--- src/rtl/mmio_ctrl_if.sv ---
// mmio_ctrl_if: CPU memory-bus signals seen by the memory-mapped I/O block.
interface mmio_ctrl_if;
  localparam int unsigned CMD_W  = 2;
  localparam int unsigned ADDR_W = 9;
  localparam int unsigned DATA_W = 16;

  logic [CMD_W-1:0]  mem_cmd;
  logic [ADDR_W-1:0] mem_addr;
  logic [DATA_W-1:0] write_data;
  logic [DATA_W-1:0] read_data;
  logic              io_rd_sel;

  modport master (
    output mem_cmd, mem_addr, write_data,
    input  read_data, io_rd_sel
  );

  modport slave (
    input  mem_cmd, mem_addr, write_data,
    output read_data, io_rd_sel
  );
endinterface

--- src/rtl/mmio_ctrl.sv ---
// mmio_ctrl: memory-mapped I/O block serving the upper half of the CPU address space.
// Provides an LED register, a debounced switch port and a 16-bit cycle timer.
module mmio_ctrl #(
  parameter logic [8:0]  LED_ADDR  = 9'h100,
  parameter logic [8:0]  SW_ADDR   = 9'h140,
  parameter logic [8:0]  TMR_ADDR  = 9'h180,
  parameter logic [8:0]  TCTL_ADDR = 9'h181,
  parameter int unsigned DB_CYCLES = 16
) (
  input  logic       clk,
  input  logic       reset,
  mmio_ctrl_if.slave bus,
  input  logic [9:0] SW,
  output logic [7:0] LEDR
);
  localparam int unsigned SW_W  = 10;
  localparam int unsigned LED_W = 8;
  localparam int unsigned TMR_W = 16;
  localparam int unsigned CNT_W = $clog2(DB_CYCLES) + 1;
  localparam logic [1:0]  CMD_WR = 2'b10;
  localparam logic [1:0]  CMD_RD = 2'b01;

  logic             hit_led, hit_sw, hit_tmr, hit_tctl;
  logic             is_wr, is_rd, tctl_wr;
  logic [SW_W-1:0]  sw_s1, sw_s, sw_cand, sw_db;
  logic [CNT_W-1:0] db_cnt;
  logic [TMR_W-1:0] count;
  logic             en, ovf;
  logic             unused_wd;

  // Exact full-address decode
  always_comb begin
    hit_led  = (bus.mem_addr == LED_ADDR);
    hit_sw   = (bus.mem_addr == SW_ADDR);
    hit_tmr  = (bus.mem_addr == TMR_ADDR);
    hit_tctl = (bus.mem_addr == TCTL_ADDR);
    is_wr    = (bus.mem_cmd == CMD_WR);
    is_rd    = (bus.mem_cmd == CMD_RD);
    tctl_wr  = is_wr && hit_tctl;
  end

  assign unused_wd = ^bus.write_data[14:8];

  // Zero-latency read mux; anything that misses returns zero
  always_comb begin
    bus.read_data = '0;
    bus.io_rd_sel = 1'b0;
    if (is_rd) begin
      bus.io_rd_sel = hit_led | hit_sw | hit_tmr | hit_tctl;
      if (hit_led)       bus.read_data = {8'h00, LEDR};
      else if (hit_sw)   bus.read_data = {6'b0, sw_db};
      else if (hit_tmr)  bus.read_data = count;
      else if (hit_tctl) bus.read_data = {ovf, 14'b0, en};
    end
  end

  // LED output register
  always_ff @(posedge clk or negedge reset) begin
    if (!reset) begin
      LEDR <= '0;
    end else if (is_wr && hit_led) begin
      LEDR <= bus.write_data[LED_W-1:0];
    end
  end

  // Switch synchronizer and debounce; sw_cand holds last cycle's sw_s so a
  // change of the candidate value restarts the stability count at one.
  always_ff @(posedge clk or negedge reset) begin
    if (!reset) begin
      sw_s1   <= '0;
      sw_s    <= '0;
      sw_cand <= '0;
      sw_db   <= '0;
      db_cnt  <= '0;
    end else begin
      sw_s1   <= SW;
      sw_s    <= sw_s1;
      sw_cand <= sw_s;
      if (sw_s == sw_db) begin
        db_cnt <= '0;
      end else if (sw_s != sw_cand) begin
        db_cnt <= CNT_W'(1);
      end else if (db_cnt == CNT_W'(DB_CYCLES - 1)) begin
        sw_db  <= sw_s;
        db_cnt <= '0;
      end else begin
        db_cnt <= db_cnt + CNT_W'(1);
      end
    end
  end

  // Cycle timer: clear beats increment, overflow set beats ovf clear
  always_ff @(posedge clk or negedge reset) begin
    if (!reset) begin
      count <= '0;
      en    <= 1'b0;
      ovf   <= 1'b0;
    end else begin
      if (tctl_wr && bus.write_data[1]) begin
        count <= '0;
      end else if (en) begin
        count <= count + TMR_W'(1);
      end

      if (en && (count == {TMR_W{1'b1}})) begin
        ovf <= 1'b1;
      end else if (tctl_wr && bus.write_data[15]) begin
        ovf <= 1'b0;
      end

      if (tctl_wr) begin
        en <= bus.write_data[0];
      end
    end
  end
endmodule

--- src/flat_wrapper.sv ---
// flat-port wrapper written by rule: the top's interface ports become plain ports
module mmio_ctrl_flat 
#(
  parameter logic [8:0]  LED_ADDR  = 9'h100,
  parameter logic [8:0]  SW_ADDR   = 9'h140,
  parameter logic [8:0]  TMR_ADDR  = 9'h180,
  parameter logic [8:0]  TCTL_ADDR = 9'h181,
  parameter int unsigned DB_CYCLES = 16
)
  (clk, reset, SW, LEDR, bus_mem_cmd, bus_mem_addr, bus_write_data, bus_read_data, bus_io_rd_sel);
  mmio_ctrl_if bus_i ();
  input  logic clk;
  input  logic reset;
  input  logic [9:0] SW;
  output logic [7:0] LEDR;
  input wire logic [$bits(bus_i.mem_cmd)-1:0] bus_mem_cmd;
  input wire logic [$bits(bus_i.mem_addr)-1:0] bus_mem_addr;
  input wire logic [$bits(bus_i.write_data)-1:0] bus_write_data;
  output wire logic [$bits(bus_i.read_data)-1:0] bus_read_data;
  output wire logic [$bits(bus_i.io_rd_sel)-1:0] bus_io_rd_sel;
  assign bus_i.mem_cmd = bus_mem_cmd;
  assign bus_i.mem_addr = bus_mem_addr;
  assign bus_i.write_data = bus_write_data;
  assign bus_read_data = bus_i.read_data;
  assign bus_io_rd_sel = bus_i.io_rd_sel;
  mmio_ctrl #(.LED_ADDR(LED_ADDR), .SW_ADDR(SW_ADDR), .TMR_ADDR(TMR_ADDR), .TCTL_ADDR(TCTL_ADDR), .DB_CYCLES(DB_CYCLES)) u_core (.clk(clk), .reset(reset), .bus(bus_i), .SW(SW), .LEDR(LEDR));
endmodule
--- config.mk ---
export PLATFORM = sky130hd
export DESIGN_NAME = mmio_ctrl_flat
export DESIGN_NICKNAME = d
export VERILOG_FILES = /design/src/rtl/mmio_ctrl_if.sv /design/src/rtl/mmio_ctrl.sv /design/src/flat_wrapper.sv
export SDC_FILE = /design/constraint.sdc
export NUM_CORES = 1
export LEC_CHECK = 0
export CORE_MARGIN = 3
export CORE_UTILIZATION = 57
export CTS_BUF_LIST = sky130_fd_sc_hd__clkbuf_4 sky130_fd_sc_hd__clkbuf_8
export CTS_CLUSTER_SIZE = 25
export DETAILED_ROUTE_END_ITERATION = 10
export PLACE_DENSITY = 0.92
export SLEW_MARGIN = 20
export SYNTH_ARGS = -nofsm -noshare
export SYNTH_HDL_FRONTEND = slang
export SYNTH_SLANG_ARGS = --single-unit
--- constraint.sdc ---
create_clock -name clk -period 4.5 [get_ports clk]
set_input_delay 0.9 -clock clk [delete_from_list [all_inputs] [get_ports clk]]
set_output_delay 0.9 -clock clk [all_outputs]
set_load 0.02 [all_outputs]
==> summary.md <==
| Metric | Value |
|---|---|
| DRC viols | 0 |
| Layout Utilization | 77.9% |
| Status | complete, no violations |
| Layout cells sized above 1 | 12.7% |
| CP Capture Type | output pin |
| R2r worst-path depth | 5 |
| Crit path max fanout | 9 |
| Sequential area share after synthesis | 58.5% |
| Detailed Route WL | 6290 um |
| RR Endpoint | u_core.sw_db[5]$_DFFE_PN0P_ |
| CTS clk-pin slew, worst paths | 0.08 ns |
| Core area | 4940 um^2 |
| Worst Setup Path Type | input pin to output pin |
| Register area | 1780 um^2 |
| Global Route Usage Sum | 22.3% |
| Setup Viol. Count Final | 0 |
| WL/cell | 16.2 um |
| R2r setup slk | 2.15 ns |
| Placement Cell Area | 3670 um^2 |
| Max Cap Violations | 0 |
| Chip Width | 79.0 um |
| Max Buffers Root-to-Sink | 2 |
| Met3 GRT Util | 7.26% |
| Pwr/cell area | 375 nW/um^2 |
| Initial antenna violation count | 0 |
| CP endpoint | bus_read_data[7] |
| Layout area overhead | 26.8% |
| CTS tree | done |
| Clock latency on the worst-skew pair | 0.35 ns |
| Starting Density | 61.4% |
| Critical Path RT | 3.60 ns |
| Post-synth top area share | 58.5% |
| Largest cells by area after synthesis | dfrtp_1 59%, mux2_2 7.0%, xor2_1 5.8% |
| Via density | 5.48 |
| Sink Count | 71 |
| Area leader, netlist | dfrtp_1 |
| Post-CTS Resized | 0 |
| GRT overflow | 0 |
| Vias in the first global route | 2162 |
| Fillers | 313 |
| Worst clock skew | 0.00894 ns |
| 1st-pass router iterations | 4 |
| DR iter-0 viols | 158 |
| Io pins | 64 |
| Tmin final | 4.25 ns |
| H-tree levels | 3 |
| Crit start category | input pin |
| Layout Nets | 358 |
| Buffer count from post-CTS setup fixing | 0 |
| Final worst hold slack | 0.352 ns |
| Tightest Pin Transition | 0.968 ns |
| Routed Antenna Nets | 0 |
| Final period utilization | 94.5% |
| Leak | 0.00159 uW |
| Mapped cell area | 3040 um^2 |
| Num rows | 25 |
| Count of cell types in the netlist | 31 |
| Worst vdd ir | 0.000381 V |
| RSZ-0062 raised after global routing | no |
| Syn nets | 295 |
| Yosys reg bits | 71 |
| Fin. Hold Viols | 0 |
| Setup TNS | 0 ns |
| Slew HR | 35.5% |
| Placer Congestion | 0.772 |
| RR Startpoint | u_core.sw_s[0]$_DFF_PN0_ |
| Worst Setup SP | bus_mem_addr[3] |
| CP arrival | 3.35 ns |
| CTS Root Cell | clkbuf_8 |
| Area occupied by multi-input gates | 1230 um^2 |
| Fmax achieved | 235 MHz |
| Hold depth | 0 |
| Die height | 79.0 um |
| Final Power | 1440 uW |
| Max-slew violations | 0 |
| Syn_area_per_cell | 12.0 um^2 |
| Routed vias | 2131 |
| Number of port buffers | 56 |
| Hold buffers post-CTS | 0 |
| First-pass GRT wire length | 10400 um |
| Number of diodes | 0 |
| YS warnings | 0 |
| Die area | 6240 um^2 |
| Cells after synthesis | 254 |
| Largest net degree at the start of global routing | 46 |
| Routing usage on met2 | 34.5% |
| Class of the worst hold path | register to register |
| M1 GR Usage | 28.8% |
| Total clock buffers created by CTS | 9 |
| Gr busiest metal | met2 |
| DP Wirelength | 4470 um |
| Post-route cell area | 3850 um^2 |
==> through the flow <==
stage / setup slack, ns / instances
floorplan: 1.06 / 254
global placement: 0.333 / 373
detailed placement: 0.245 / 373
CTS: 0.235 / 389
global route: 0.0467 / 389
finish: 0.248 / 389
==> how the worst min path moves through the flow <==
stage                                    from                        to  slack [ns]
floorplan           u_core.sw_s1[0]$_DFF_PN0_  u_core.sw_s[0]$_DFF_PN0_        0.33
global placement    u_core.sw_s1[3]$_DFF_PN0_  u_core.sw_s[3]$_DFF_PN0_        0.33
detailed placement  u_core.sw_s1[4]$_DFF_PN0_  u_core.sw_s[4]$_DFF_PN0_        0.33
CTS                 u_core.sw_s1[4]$_DFF_PN0_  u_core.sw_s[4]$_DFF_PN0_        0.35
global route        u_core.sw_s1[9]$_DFF_PN0_  u_core.sw_s[9]$_DFF_PN0_        0.36
finish              u_core.sw_s1[4]$_DFF_PN0_  u_core.sw_s[4]$_DFF_PN0_        0.35
==> power by group <==
part / internal (uW) / total [uW] / switching, uW
combinational: 106 / 209 / 103
sequential: 704 / 783 / 79.3
clock: 204 / 452 / 248
==> cell type report <==
cell class	count	share of cell area, %
inverters	1	0.0975
clock inverters	7	1.43
well taps	67	2.18
clock buffers	9	3.22
repair buffers	59	15.0
flip-flops and latches	71	46.1
multi-input cells	175	31.9
==> routing by layer <==
layer | up-vias | wire [um]
li1 | 1002 | -
met1 | 1042 | 2780
met4 | 0 | 144
met3 | 14 | 409
met5 | - | 0
met2 | 73 | 2950
==> placed cells by master (no fill, tap or decap), types with 3 or more instances in the layout <==
cell and instances:
mux2i_1 10, and2_1 7, a21oi_1 7, nand4_1 6, xnor2_1 17, clkdlybuf4s50_1 55
nor3_1 6, buf_4 3, nand2b_1 4, nor2_1 38, nor4_1 4, nand2_1 7
dfrtp_1 71, nand3_1 8, clkbuf_8 9, and3_1 4, xor2_1 20, mux2_2 19
==> cells in the mapped netlist <==
cell type,number
ha_1,2
nor4_4,1
or2_2,1
or3_1,1
mux2_2,19
dfrtp_1,71
nand3_1,8
nand2_1,7
nand2b_1,4
nor2b_1,2
inv_1,1
nand3b_1,2
xor2_1,20
nor4_1,4
mux2i_1,10
and3_1,4
buf_2,1
nand4_1,6
clkbuf_1,6
a32o_1,1
a21oi_1,7
a221oi_1,2
nor2_1,38
nor3_1,6
nand4b_1,1
xnor2_1,17
and2_1,7
nor3b_1,1
a31oi_1,1
a22oi_1,2
a2111oi_0,1
==> logic make-up after synthesis <==
logic type / count (synthesis) / synth area share, %
buffers and inverters: 8 / 1.03
muxes: 29 / 10.3
and+or+nand+nor: 93 / 15.6
adders and majority gates: 2 / 0.824
DFF: 71 / 58.5
AOI/OAI and AO/OA: 14 / 3.05
xor gates and xnor gates: 37 / 10.7
==> registers in the layout, indices dropped and copies added (netlist names) <==
signal          flops
u_core.db_cnt       5
u_core.count       16
u_core.LEDR         8
u_core.sw_cand     10
u_core.sw_s1       10
u_core.ovf          1
u_core.sw_s        10
u_core.en           1
u_core.sw_db       10
==> worst max-delay path, cell delays in order <==
cell	delay (ns)
clkdlybuf4s50_1	0.41
nor4_1	0.36
nand3b_1	0.17
or3_1	0.49
a221oi_1	0.34
clkdlybuf4s50_1	0.68
Note: power is estimated with default switching activity, not from simulation.
